### src/rtl/pe3x3_ctrl_if.sv
// Bus bundle between pe3x3_ctrl, the fmap memory, the PE row and the downstream consumer.
interface pe3x3_ctrl_if #(
  parameter int unsigned OUTPUT_NUM = 9,
  parameter int unsigned W          = 32
);
  logic                      fmap_rd_o;
  logic [7:0]                fmap_addr_o;
  logic [1:0]                wht_sel_o;
  logic                      pe_config_o;
  logic [OUTPUT_NUM*W-1:0]   pe_res_i;
  logic                      out_valid_o;
  logic                      out_ready_i;
  logic [7:0]                out_row_o;
  logic [OUTPUT_NUM*W-1:0]   out_data_o;

  modport master (
    output fmap_rd_o, fmap_addr_o, wht_sel_o, pe_config_o,
    output out_valid_o, out_row_o, out_data_o,
    input  pe_res_i, out_ready_i
  );

  modport slave (
    input  fmap_rd_o, fmap_addr_o, wht_sel_o, pe_config_o,
    input  out_valid_o, out_row_o, out_data_o,
    output pe_res_i, out_ready_i
  );
endinterface

### src/rtl/pe3x3_ctrl.sv
// 3x3 PE row controller: issues three fmap/kernel rows per output row, accumulates the
// registered PE results lane-wise (mod 2^W) and hands each row out over valid/ready.
// Optional macro PE3X3_CTRL_RELU_EN clamps negative output lanes to zero.
module pe3x3_ctrl #(
  parameter int unsigned IW         = 24,
  parameter int unsigned FW         = 8,
  parameter int unsigned OUTPUT_NUM = 9
) (
  input  logic             clk,
  input  logic             rst_n,
  input  logic             start_i,
  input  logic [7:0]       rows_i,
  input  logic             united_i,
  pe3x3_ctrl_if.master     bus,
  output logic             busy_o,
  output logic             done_o,
  output logic             err_o
);
  localparam int unsigned W  = IW + FW;
  localparam int unsigned DW = OUTPUT_NUM * W;

  typedef enum logic [2:0] {IDLE, ISSUE, DRAIN, OUT, DONE} state_e;

  state_e        state_q, state_d;
  logic [1:0]    cnt_q, cnt_d;
  logic [7:0]    r_q, r_d;
  logic [7:0]    rows_q, rows_d;
  logic          united_q, united_d;
  logic [1:0]    vld_q, vld_d;
  logic [1:0]    kp1_q, kp1_d, kp2_q, kp2_d;
  logic [DW-1:0] acc_q, acc_d;

  logic          fmap_rd_q, fmap_rd_d;
  logic [7:0]    fmap_addr_q, fmap_addr_d;
  logic [1:0]    wht_sel_q, wht_sel_d;
  logic          pe_config_q, pe_config_d;
  logic          out_valid_q, out_valid_d;
  logic [7:0]    out_row_q, out_row_d;
  logic [DW-1:0] out_data_q, out_data_d;
  logic          busy_q, busy_d, done_q, done_d, err_q, err_d;

  logic [8:0]    r_inc, rows_m2;

  assign r_inc   = 9'(r_q) + 9'd1;
  assign rows_m2 = 9'(rows_q) - 9'd2;

  // Job sequencing; registered outputs are derived from the next-state values.
  always_comb begin
    state_d  = state_q;
    cnt_d    = cnt_q;
    r_d      = r_q;
    rows_d   = rows_q;
    united_d = united_q;
    err_d    = 1'b0;
    case (state_q)
      IDLE: begin
        if (start_i) begin
          if (rows_i >= 8'd3) begin
            rows_d   = rows_i;
            united_d = united_i;
            r_d      = 8'd0;
            cnt_d    = 2'd0;
            state_d  = ISSUE;
          end else begin
            err_d = 1'b1;
          end
        end
      end
      ISSUE: begin
        if (cnt_q == 2'd2) begin
          cnt_d   = 2'd0;
          state_d = DRAIN;
        end else begin
          cnt_d = cnt_q + 2'd1;
        end
      end
      DRAIN: begin
        if (cnt_q == 2'd1) begin
          cnt_d   = 2'd0;
          state_d = OUT;
        end else begin
          cnt_d = cnt_q + 2'd1;
        end
      end
      OUT: begin
        if (bus.out_ready_i) begin
          if (r_inc < rows_m2) begin
            r_d     = r_q + 8'd1;
            cnt_d   = 2'd0;
            state_d = ISSUE;
          end else begin
            state_d = DONE;
          end
        end
      end
      DONE:    state_d = IDLE;
      default: state_d = IDLE;
    endcase

    busy_d      = (state_d != IDLE);
    done_d      = (state_d == DONE);
    fmap_rd_d   = (state_d == ISSUE);
    wht_sel_d   = (state_d == ISSUE) ? cnt_d : 2'd0;
    fmap_addr_d = (state_d == ISSUE) ? (r_d + 8'(cnt_d)) : 8'd0;
    pe_config_d = busy_d ? united_d : 1'b0;
    out_valid_d = (state_d == OUT);
    out_row_d   = r_d;
  end

  // Result pipeline: PE data for an issue arrives two cycles later; k=0 reloads, k=1/2 add.
  always_comb begin
    vld_d = {vld_q[0], fmap_rd_q};
    kp1_d = wht_sel_q;
    kp2_d = kp1_q;
    acc_d = acc_q;
    if (vld_q[1]) begin
      for (int l = 0; l < int'(OUTPUT_NUM); l++) begin
        if (kp2_q == 2'd0) acc_d[l*W +: W] = bus.pe_res_i[l*W +: W];
        else               acc_d[l*W +: W] = acc_q[l*W +: W] + bus.pe_res_i[l*W +: W];
      end
    end
  end

  // Output lane view of the accumulators.
  always_comb begin
    out_data_d = acc_d;
`ifdef PE3X3_CTRL_RELU_EN
    for (int l = 0; l < int'(OUTPUT_NUM); l++) begin
      if (acc_d[l*W + W - 1]) out_data_d[l*W +: W] = '0;
    end
`endif
  end

  // State, datapath and output registers.
  always_ff @(posedge clk or negedge rst_n) begin
    if (!rst_n) begin
      state_q     <= IDLE;
      cnt_q       <= 2'd0;
      r_q         <= 8'd0;
      rows_q      <= 8'd0;
      united_q    <= 1'b0;
      vld_q       <= 2'd0;
      kp1_q       <= 2'd0;
      kp2_q       <= 2'd0;
      acc_q       <= '0;
      fmap_rd_q   <= 1'b0;
      fmap_addr_q <= 8'd0;
      wht_sel_q   <= 2'd0;
      pe_config_q <= 1'b0;
      out_valid_q <= 1'b0;
      out_row_q   <= 8'd0;
      out_data_q  <= '0;
      busy_q      <= 1'b0;
      done_q      <= 1'b0;
      err_q       <= 1'b0;
    end else begin
      state_q     <= state_d;
      cnt_q       <= cnt_d;
      r_q         <= r_d;
      rows_q      <= rows_d;
      united_q    <= united_d;
      vld_q       <= vld_d;
      kp1_q       <= kp1_d;
      kp2_q       <= kp2_d;
      acc_q       <= acc_d;
      fmap_rd_q   <= fmap_rd_d;
      fmap_addr_q <= fmap_addr_d;
      wht_sel_q   <= wht_sel_d;
      pe_config_q <= pe_config_d;
      out_valid_q <= out_valid_d;
      out_row_q   <= out_row_d;
      out_data_q  <= out_data_d;
      busy_q      <= busy_d;
      done_q      <= done_d;
      err_q       <= err_d;
    end
  end

  assign bus.fmap_rd_o   = fmap_rd_q;
  assign bus.fmap_addr_o = fmap_addr_q;
  assign bus.wht_sel_o   = wht_sel_q;
  assign bus.pe_config_o = pe_config_q;
  assign bus.out_valid_o = out_valid_q;
  assign bus.out_row_o   = out_row_q;
  assign bus.out_data_o  = out_data_q;
  assign busy_o          = busy_q;
  assign done_o          = done_q;
  assign err_o           = err_q;
endmodule

### src/flat_wrapper.sv
// flat-port wrapper written by rule: the top's interface ports become plain ports
module pe3x3_ctrl_flat 
#(
  parameter int unsigned IW         = 24,
  parameter int unsigned FW         = 8,
  parameter int unsigned OUTPUT_NUM = 9
)
  (clk, rst_n, start_i, rows_i, united_i, busy_o, done_o, err_o, bus_fmap_rd_o, bus_fmap_addr_o, bus_wht_sel_o, bus_pe_config_o, bus_out_valid_o, bus_out_row_o, bus_out_data_o, bus_pe_res_i, bus_out_ready_i);
  pe3x3_ctrl_if #(.OUTPUT_NUM(OUTPUT_NUM), .W((32))) bus_i ();
  input  logic clk;
  input  logic rst_n;
  input  logic start_i;
  input  logic [7:0] rows_i;
  input  logic united_i;
  output logic busy_o;
  output logic done_o;
  output logic err_o;
  output wire logic [$bits(bus_i.fmap_rd_o)-1:0] bus_fmap_rd_o;
  output wire logic [$bits(bus_i.fmap_addr_o)-1:0] bus_fmap_addr_o;
  output wire logic [$bits(bus_i.wht_sel_o)-1:0] bus_wht_sel_o;
  output wire logic [$bits(bus_i.pe_config_o)-1:0] bus_pe_config_o;
  output wire logic [$bits(bus_i.out_valid_o)-1:0] bus_out_valid_o;
  output wire logic [$bits(bus_i.out_row_o)-1:0] bus_out_row_o;
  output wire logic [$bits(bus_i.out_data_o)-1:0] bus_out_data_o;
  input wire logic [$bits(bus_i.pe_res_i)-1:0] bus_pe_res_i;
  input wire logic [$bits(bus_i.out_ready_i)-1:0] bus_out_ready_i;
  assign bus_fmap_rd_o = bus_i.fmap_rd_o;
  assign bus_fmap_addr_o = bus_i.fmap_addr_o;
  assign bus_wht_sel_o = bus_i.wht_sel_o;
  assign bus_pe_config_o = bus_i.pe_config_o;
  assign bus_out_valid_o = bus_i.out_valid_o;
  assign bus_out_row_o = bus_i.out_row_o;
  assign bus_out_data_o = bus_i.out_data_o;
  assign bus_i.pe_res_i = bus_pe_res_i;
  assign bus_i.out_ready_i = bus_out_ready_i;
  pe3x3_ctrl #(.IW(IW), .FW(FW), .OUTPUT_NUM(OUTPUT_NUM)) u_core (.clk(clk), .rst_n(rst_n), .start_i(start_i), .rows_i(rows_i), .united_i(united_i), .bus(bus_i), .busy_o(busy_o), .done_o(done_o), .err_o(err_o));
endmodule
### config.mk
export PLATFORM = sky130hd
export DESIGN_NAME = pe3x3_ctrl_flat
export DESIGN_NICKNAME = d
export VERILOG_FILES = /design/src/rtl/pe3x3_ctrl_if.sv /design/src/rtl/pe3x3_ctrl.sv /design/src/flat_wrapper.sv
export SDC_FILE = /design/constraint.sdc
export NUM_CORES = 1
export LEC_CHECK = 0
export ABC_AREA = 1
export BUFFER_PORTS_ARGS = -buffer_cell sky130_fd_sc_hd__buf_4
export CAP_MARGIN = 0
export CORE_MARGIN = 2
export CORE_UTILIZATION = 50
export CTS_CLUSTER_SIZE = 16
export DETAILED_ROUTE_END_ITERATION = 10
export MAX_ROUTING_LAYER = met4
export PLACE_DENSITY = 0.73
export SLEW_MARGIN = 20
export SYNTH_ARGS = -nofsm -noshare
export SYNTH_HDL_FRONTEND = slang
export SYNTH_SLANG_ARGS = --single-unit
### constraint.sdc
create_clock -name clk -period 4.3 [get_ports clk]
set_input_delay 0.86 -clock clk [delete_from_list [all_inputs] [get_ports clk]]
set_output_delay 0.86 -clock clk [all_outputs]
set_load 0.05 [all_outputs]
; ---- Word level (Yosys, flattened, before mapping)
; Cells that the tools add are included.
[word_totals]
word_cells = 82
output_inout_bits = 312
in_bits = 301
regBits = 332
[classes]
muxes = 37
order_cmp = 2
n_eq_ne = 8
n_reduce_logical = 4
add_sub_neg = 14
[ops]
columns = operator, n
row1 = adder 32 bit, 9
row2 = two-way mux 32 bit, 9
row3 = two-way mux 8 bit, 5
row4 = two-way mux 3 bit, 6
row5 = one-hot mux 8 bit (2 select lines), 1
row6 = two-way mux 2 bit, 7
row7 = one-hot mux 3 bit (4 select lines), 1
row8 = "adder 8 x 1 -> 9 bit, second input constant", 1
row9 = "equality test 3 x 2 -> 1 bit, second input constant", 3
row10 = < comparator 9 bit, 1
row11 = "subtractor 8 x 2 -> 9 bit, second input constant", 1
row12 = "adder 8 x 1 -> 8 bit, second input constant", 1
row13 = adder 8 x 2 -> 8 bit, 1
row14 = ">= comparator 8 x 2 -> 1 bit, second input constant", 1
row15 = one-hot mux 2 bit (4 select lines), 1
row16 = two-way mux 1 bit, 7
row17 = "equality test 3 x 1 -> 1 bit, second input constant", 2
row18 = "equality test 3 bit, second input constant", 1
row19 = zero test 3 bit, 1
row20 = AND reduction 3 bit, 1
row21 = nonzero test 3 bit, 1
row22 = "adder 2 x 1 -> 2 bit, second input constant", 1
row23 = "equality test 2 x 1 -> 1 bit, second input constant", 1
row24 = "equality test 2 bit, second input constant", 1
row25 = zero test 2 bit, 1

; ---- Logic depth before layout (Yosys ltp)
; Gate-level depths: netlist of run 1.
[depth]
word_depth = 7
ltp_mapped = 24
ltp_nobuf = 24

; ---- Least setup slack after synthesis of run 1
; Ideal clock, no wire load.
[synth_timing]
path_kind = reg2reg
start = register u_core.r_q[0]
end = register u_core.fmap_addr_q[5], in the netlist u_core.bus.fmap_addr_o[5]
required_time_ps = 4181
setup_time_ps = 119
slack_ps = 510
arrival_time_ps = 3671
period_less_slack_ps = 3790
stages_incl_launch_ff = 22
n_path_buf = 0
path_cell_list = dfrtp_1 -> ha_1 -> nand2_1 -> nor2_2 -> nand3_1 -> nand2_1 -> inv_2 -> ha_1 -> nand2_1 -> nand2_1 -> a21oi_4 -> nand4_2 -> nand2_4 -> nand2_1 -> a211oi_1 -> inv_1 -> ha_1 -> a21oi_1 -> nand3b_1 -> nor2_1 -> a21oi_1 -> nor2_1
[synth_between]
elab_chain_len = 7
elab_cells_between_ends = 17
classes_between = add/sub: 3 / order compare: 1 / eq/ne: 1 / mux: 12
[synth_rtl]
columns = element, line
row1 = from (decl), pe3x3_ctrl.sv:26  ; logic [7:0] r_q, r_d;
row2 = from (signal assigned), pe3x3_ctrl.sv:159  ; r_q <= r_d;
row3 = adder 8 x 1 -> 9 bit, pe3x3_ctrl.sv:44  ; assign r_inc = 9'(r_q) + 9'd1;
row4 = < comparator 9 bit, pe3x3_ctrl.sv:87  ; if (r_inc < rows_m2) begin
row5 = two-way mux 2 bit, pe3x3_ctrl.sv:87
row6 = two-way mux 2 bit, pe3x3_ctrl.sv:86  ; if (bus.out_ready_i) begin
row7 = one-hot mux 2 bit (4 select lines), pe3x3_ctrl.sv:55  ; case (state_q)
row8 = net u_core.cnt_d[1], pe3x3_ctrl.sv:25  ; logic [1:0] cnt_q, cnt_d;
row9 = adder 8 x 2 -> 8 bit, pe3x3_ctrl.sv:104  ; fmap_addr_d = (state_d == ISSUE) ? (r_d + 8'(cnt_d)) : 8'd0;
row10 = two-way mux 8 bit, pe3x3_ctrl.sv:104
row11 = net u_core.fmap_addr_d[5], pe3x3_ctrl.sv:34  ; logic [7:0] fmap_addr_q, fmap_addr_d;
row12 = to (signal assigned), pe3x3_ctrl.sv:167  ; fmap_addr_q <= fmap_addr_d;
row13 = to (decl), pe3x3_ctrl.sv:34
; The timed path passes the listed nets, and every way through them passes these cells.
; A chain may end at the register's enable or synchronous reset.

; ---- Final worst setup path of run 1
; Same ends and word-level chain as after synthesis.

==> results of run 1 <==
routing by layer:
layer,vias to the layer above,global-route usage
met5,-,-
met4,0,0.1449
met3,223,0.06259
met2,1128,0.5673
met1,15950,0.4480
li1,17080,-
flip-flops by register name, indices dropped and copies added, names as in the netlist:
name and flops:
u_core.bus.wht_sel_o 2, u_core.r_q 8, u_core.acc_q 288, u_core.united_q 1, u_core.busy_o 1, u_core.vld_q 2
u_core.bus.out_valid_o 1, u_core.rows_q 8, u_core.done_o 1, u_core.cnt_q 2, u_core.bus.pe_config_o 1, u_core.kp2_q 2
u_core.bus.fmap_addr_o 8, u_core.kp1_q 2, u_core.state_q 3, u_core.err_o 1, u_core.bus.fmap_rd_o 1
worst max-delay path, stage by stage, from the launching register on:
cell	delay [ns]
dfrtp_1	0.43
ha_1	0.23
nand2_1	0.13
nor2_2	0.15
nand3_1	0.10
nand2_1	0.09
inv_2	0.05
ha_1	0.28
nand2_1	0.07
nand2_1	0.08
a21oi_4	0.18
nand4_2	0.17
nand2_4	0.12
nand2_1	0.07
a211oi_1	0.40
inv_1	0.12
ha_1	0.31
a21oi_1	0.25
nand3b_1	0.15
nor2_1	0.06
a21oi_1	0.13
nor2_1	0.06
logic make-up (layout without fill, tap and decap cells):
family          count (synthesis)  in the layout
buf+inv                       531           1118
compound gates               1128           1128
simple gates                 2292           2292
other cells                     0             18
flops                         332            332
xor+xnor                      181            181
fa+ha+maj                     301            301
mux                             5              5
power breakdown:
group | leakage [nW] | internal (mW) | switching, mW
registers | 4.01 | 4.74 | 1.64
logic | 14.5 | 8.91 | 19.1
clock network | 0.687 | 2.15 | 1.58
area by class of cell:
cell class,instances,area share
clock inverter,21,0.005255
inverter,404,0.03984
timing repair buffer,636,0.1256
sequential,332,0.2155
antenna,18,0.001168
clock buffer,57,0.03189
tap,846,0.02744
multi-input combinational,3907,0.5533
through the flow:
| stage | cells | power, mW | hold WS, ns | area (sq um) | utilization |
|---|---|---|---|---|---|
| after floorplan | 4770 | 26.12 | 0.3312 | 31650 | - |
| after global placement | 6125 | 33.81 | 0.3324 | 37090 | 0.5902 |
| after detailed placement | 6125 | 34.01 | 0.3347 | 37090 | 0.5902 |
| after CTS | 6203 | 37.91 | 0.3478 | 38520 | 0.6130 |
| after global routing | 6221 | 41.14 | 0.3614 | 38570 | 0.6137 |
| final | 6221 | 38.08 | 0.3459 | 38570 | 0.6137 |
cells in the final DEF (no fill, tap or decap), types with 7 or more instances in the layout:
cell type / netlist / routed
nand2_1: 1345 / 1345
buf_4: 0 / 630
nor2_1: 604 / 603
a21oi_1: 426 / 426
inv_1: 388 / 388
dfrtp_1: 332 / 331
o21ai_0: 315 / 315
ha_1: 291 / 291
nand3_1: 201 / 201
o211ai_1: 104 / 104
xor2_1: 95 / 95
xnor2_1: 86 / 86
o21ai_1: 50 / 50
o21bai_1: 49 / 49
clkbuf_16: 0 / 44
nand4_1: 37 / 37
a21o_1: 33 / 33
nor3_1: 31 / 31
a31oi_1: 29 / 29
o21a_1: 28 / 28
a21boi_0: 24 / 24
o21ai_2: 23 / 23
diode_2: 0 / 18
or2_1: 15 / 15
o221ai_1: 14 / 14
inv_2: 13 / 12
nor4_1: 10 / 10
fa_1: 10 / 10
nand3_2: 9 / 9
a21oi_2: 9 / 9
nand3b_1: 8 / 8
clkbuf_8: 0 / 8
a211oi_1: 7 / 7
a21boi_1: 7 / 7
clkinvlp_4: 0 / 7
worst max path at each step:
| stage | depth (start not counted) | endpoint | start | slack, ns |
|---|---|---|---|---|
| detailed placement | 21 | u_core.bus.fmap_addr_o[5] | u_core.r_q[0] | 0.55 |
| floorplan | 21 | u_core.bus.fmap_addr_o[5] | u_core.r_q[0] | 0.51 |
| global route | 21 | u_core.bus.fmap_addr_o[5] | u_core.r_q[0] | 0.1 |
| global placement | 21 | u_core.bus.fmap_addr_o[5] | u_core.r_q[0] | 0.61 |
| CTS | 21 | u_core.bus.fmap_addr_o[5] | u_core.r_q[0] | 0.53 |
| finish | 21 | u_core.bus.fmap_addr_o[5] | u_core.r_q[0] | 0.56 |
==> impl_metrics.ini, run 1 <==
[outcome]
outcome = complete, no violations

[clock_network]
clockRootBuffer = clkbuf_16
cts_buffers = 43
post-cts-setup-buffers = 0
numClockSinks = 332
clk_pin_slew_ns = 0.06
ctsResizeCount = 0
htreeDepth = 2
cts_max_path_buffers = 3
cts_tree = done
ctsHoldBuffers = 0
clock_latency_ns = 0.59

[global_routing]
grt_max_degree = 163
grt_overflow = 0
antenna_found_initial = 18
grt_pass1_wl_mm = 182.0
grt_pass1_vias = 32690
grtUsageTotal = 0.3560

[sta]
finalSetupViolCount = 0
slew_viol_final = 0
setup_tns_ns = 0
max_freq_mhz = 267.2
period_share = 0.8704
worst_pin_slew_ns = 1.083
finalClockSkew_ns = 0.02955
grt_setup_unrepaired = no
relSlewSlack = 0.2777
hold_viol_final = 0
period_needed_ns = 3.743
setup_ws_ns = 0.5571

[worst_setup_path]
cp_max_fo = 6
rrSetupSlack_ns = 0.56
required_ns = 4.78
regToRegEndpoint = u_core.bus.fmap_addr_o[5]
crit_arrival_ns = 4.23
critPathKind = flop to flop
r2r_start = u_core.r_q[0]
rr_worst_depth = 21
start_kind = flop
end_kind = flop

[routing]
top_layer_used = met4
met3WireLength_mm = 7.925
num_vias = 34380
wirelength_mm = 115.9
drt-initial-drc-count = 2843
viasPerCell = 5.526
route.met2.wl_mm = 53.38
ant_nets = 0
dr.pass1.iters = 5
drc_errors = 0
routedWlPerCell_um = 18.63
m1WireLength_mm = 49.48

[power_and_ir_drop]
ir_worst_vdd_uv = 939.2
p_per_area_mw_per_mm2 = 987.2
leakage_nw = 19.15

[yosys]
synth_top_flop_cell = dfrtp_1
yosys.area.top_type = dfrtp_1
synth_compound_gate_area_share = 0.2071
syn_nets = 5372
synth_area_sq_mm = 0.03165
synth_top_family_by_area = simple AND/OR/NAND/NOR gates
yosys.area_share.xor_xnor = 0.05009
synthArstFlopShare = 1.000
synth_edf_count = 0
synth.distinct_cells = 53
yosysMostFrequentCell = nand2_1
synth_area_leaders = dfrtp_1, nand2_1, ha_1
synth-seq-area-share = 0.2625
synth_common_cells = nand2_1, nor2_1, a21oi_1
yosys.area_share.simple = 0.2938
muxShareOfSynthArea = 0.001779
synth.avg_cell_area_sq_um = 6.634
yosysWarnings = 0
synth_adder_area_share = 0.1214
synthDominantCellAreaShare = 0.2625
netlist_instances = 4770
ys_ff_latch = 332

[hold_path]
hold_class = input pin to async pin

[floorplanning]
rows = 92
start_util = 0.5035
coreArea_sq_mm = 0.06285
die_w_um = 255.6
num_io_pins = 613
design.die.area_sq_mm = 0.06532
die_y_um = 255.6

[place]
place_ws_ns = 0.5508
gp_congestion = 1.002
dp_hpwl_mm = 91.87
portBuffers = 612

[layout]
area_growth_pct = 21.88
regArea_sq_mm = 0.008312
post_route_cells_drive_above_1_share = 0.1506
multi_input_area_sq_mm = 0.02134
nFillCells = 6145
final_nets = 5926

[job]
drv_cap = 0
Power figures use the tool's default switching activity.
==> run 2: changes to the inputs <==
--- a/config.mk
+++ b/config.mk
@@ -7,7 +7,8 @@
 export LEC_CHECK = 0
-export ABC_AREA = 1
 export BUFFER_PORTS_ARGS = -buffer_cell sky130_fd_sc_hd__buf_4
 export CAP_MARGIN = 0
+export CELL_PAD_IN_SITES_DETAIL_PLACEMENT = 0
+export CELL_PAD_IN_SITES_GLOBAL_PLACEMENT = 1
 export CORE_MARGIN = 2
-export CORE_UTILIZATION = 50
+export CORE_UTILIZATION = 41
 export CTS_CLUSTER_SIZE = 16
@@ -15,3 +16,3 @@
 export MAX_ROUTING_LAYER = met4
-export PLACE_DENSITY = 0.73
+export PLACE_DENSITY_LB_ADDON = 0.1
 export SLEW_MARGIN = 20
==> constraint.sdc (replaced) <==
create_clock -name clk -period 4.3 [get_ports clk]
set_input_delay 0.43 -clock clk [delete_from_list [all_inputs] [get_ports clk]]
set_output_delay 0.43 -clock clk [all_outputs]
set_load 0.05 [all_outputs]
==> run 2 against run 1 <==
Area after synthesis shrank 11%. Non-clock buffer count grew 5. Global-route usage shrank 8.9 points. Wire length shrank 18%. Clock-buffer cell count grew 15. Worst setup slack lost 0.32 ns. Hold slack lost 0.26 ns. Largest cell class unchanged.
==> impl_metrics.ini, run 2 <==
[outcome]
outcome = complete, no violations

[yosys]
synth_area_leaders = dfrtp_1, ha_1, a21oi_1
yosys.area_share.xor_xnor = 0.06932
netlist_instances = 3560
yosys.area.top_type = dfrtp_1
synth_edf_count = 0
synth_adder_area_share = 0.1363
muxShareOfSynthArea = 0.01346
synth_compound_gate_area_share = 0.2661
syn_nets = 4162
yosysMostFrequentCell = a21oi_1
yosys.area_share.simple = 0.1853
synth_top_flop_cell = dfrtp_1
synthArstFlopShare = 1.000
synthDominantCellAreaShare = 0.2949
synth_area_sq_mm = 0.02817
synth-seq-area-share = 0.2949
synth_common_cells = a21oi_1, nor2_1, dfrtp_1
yosysWarnings = 0
synth_top_family_by_area = compound AO/OA/AOI/OAI gates
synth.distinct_cells = 73
ys_ff_latch = 332
synth.avg_cell_area_sq_um = 7.914

[worst_setup_path]
cp_max_fo = 10
crit_arrival_ns = 4.57
required_ns = 4.80
start_kind = flop
rr_worst_depth = 13
critPathKind = flop to flop
end_kind = flop

[routing]
wirelength_mm = 94.79
num_vias = 27680
dr.pass1.iters = 7
ant_nets = 0
routedWlPerCell_um = 18.81
drc_errors = 0
drt-initial-drc-count = 1726
viasPerCell = 5.493

[sta]
relSlewSlack = 0.3507
worst_pin_slew_ns = 0.9739
setup_ws_ns = 0.2328
finalSetupViolCount = 0
period_share = 0.9459
finalClockSkew_ns = 0.01556
slew_viol_final = 0
period_needed_ns = 4.067
max_freq_mhz = 245.9
hold_viol_final = 0
fin_hold_ws_ns = 0.08757

[clock_network]
clockRootBuffer = clkbuf_16
numClockSinks = 332
cts_buffers = 45
clock_latency_ns = 0.58
clk_pin_slew_ns = 0.06
post-cts-setup-buffers = 0
cts_tree = done
htreeDepth = 2
cts_max_path_buffers = 3

[floorplanning]
die_w_um = 266.1
die_y_um = 266.1
coreArea_sq_mm = 0.06835
num_io_pins = 613
rows = 96
start_util = 0.4122
design.die.area_sq_mm = 0.07083

[layout]
largest_reg_flops = 288
area_growth_pct = 25.13
top_register = u_core.acc_q
nFillCells = 6751
final_common_cell = buf_4
post_route_cells_drive_above_1_share = 0.1866
final_nets = 4703
layout_common_cells = buf_4, a21oi_1, nor2_1
instances_no_fill = 5039

[hold_path]
hold_depth = 3
hold_class = input pin to flop

[global_routing]
grt_max_degree = 192
grt_pass1_vias = 26370
grt_overflow = 0
antenna_found_initial = 20
grt_pass1_wl_mm = 146.8
grtUsageTotal = 0.2666

[place]
place_ws_ns = 0.1259
dp_hpwl_mm = 71.89
dp.cells = 4935
portBuffers = 612
gp_congestion = 0.8913

[job]
drv_cap = 0
-- run 2: cell count changes after synthesis, sizes merged, moves of 52 or more --
cell and change:
nand2 -1051, inv -288, o21ai -185, a21oi +145
nand3 -145, nor2 -128, o211ai -84, a21o +77
a31oi +52
-- run 2: metrics by stage --
step | cell area (sq um) | TNS (ns) | utilization
6_report | 35250 | 0 | 0.5158
5_1_grt | 35250 | -0.03896 | 0.5158
4_1_cts | 35190 | 0 | 0.5149
3_5_place_dp | 33650 | 0 | 0.4924
3_3_place_gp | 33650 | 0 | 0.4924
2_1_floorplan | 28170 | 0 | -
-- run 2: layout make-up --
class	instances	area, sq um	area share
multi-input combinational	2968	18920	0.5366
sequential	332	8312	0.2358
timing repair buffer	641	4922	0.1396
clock buffer	72	1430	0.04057
tap	882	1104	0.03130
inverter	113	426.7	0.01210
clock inverter	11	93.84	0.002662
antenna	20	50.05	0.001420
-- run 2: critical path: stages (launching register included) --
cell	delay, ns
dfrtp_1	0.40
or4_1	0.56
or4_1	0.43
ha_1	0.24
a2111oi_1	0.36
nand3_1	0.15
o22ai_2	0.25
nand3_1	0.13
buf_4	0.20
mux2_2	0.25
inv_1	0.05
fa_1	0.44
or3_1	0.39
a21oi_1	0.14
-- run 2: final timing paths --
| kind | to | from | slack, ns |
|---|---|---|---|
| worst max-delay path | u_core.bus.fmap_addr_o[4] | u_core.rows_q[6] | 0.23 |
| worst min-delay path | u_core.rows_q[2] | rows_i[2] | 0.09 |
| worst max register to register | u_core.bus.fmap_addr_o[4] | u_core.rows_q[6] | 0.23 |
| worst min register to register | u_core.vld_q[1] | u_core.vld_q[0] | 0.35 |
| max in group asynchronous | u_core.acc_q[182] | rst_n | 2.79 |
| min in group asynchronous | u_core.acc_q[49] | rst_n | 0.46 |
-- run 2: timing repair --
action / CTS / global route
hold buffers: 1 / 0
resized for setup: 0 / 5
setup endpoints to repair: 0 / 6
hold endpoints to repair: 45 / 0
-- run 2: kinds of logic after synthesis --
family                   after synthesis
multiplexers                          35
buffers and inverters                260
AO/OA/AOI/OAI                       1246
flip-flops                           332
AND/OR/NAND/NOR                     1163
XOR/XNOR                             223
adder cells (fa/ha/maj)              301
-- run 2: per-layer routing --
layer | routed length [um] | global-route usage | up-vias | part of all wire
met1 | 42080 | 0.3368 | 12960 | 0.44
li1 | - | - | 14000 | -
met4 | 2561 | 0.08366 | 0 | 0.027
met5 | 0 | - | - | 0
met2 | 44290 | 0.4254 | 607 | 0.47
met3 | 5864 | 0.05860 | 121 | 0.062
Power of run 2 is not shown: default switching activity piles up to over one toggle a cycle in this logic, so the estimate is an artifact.
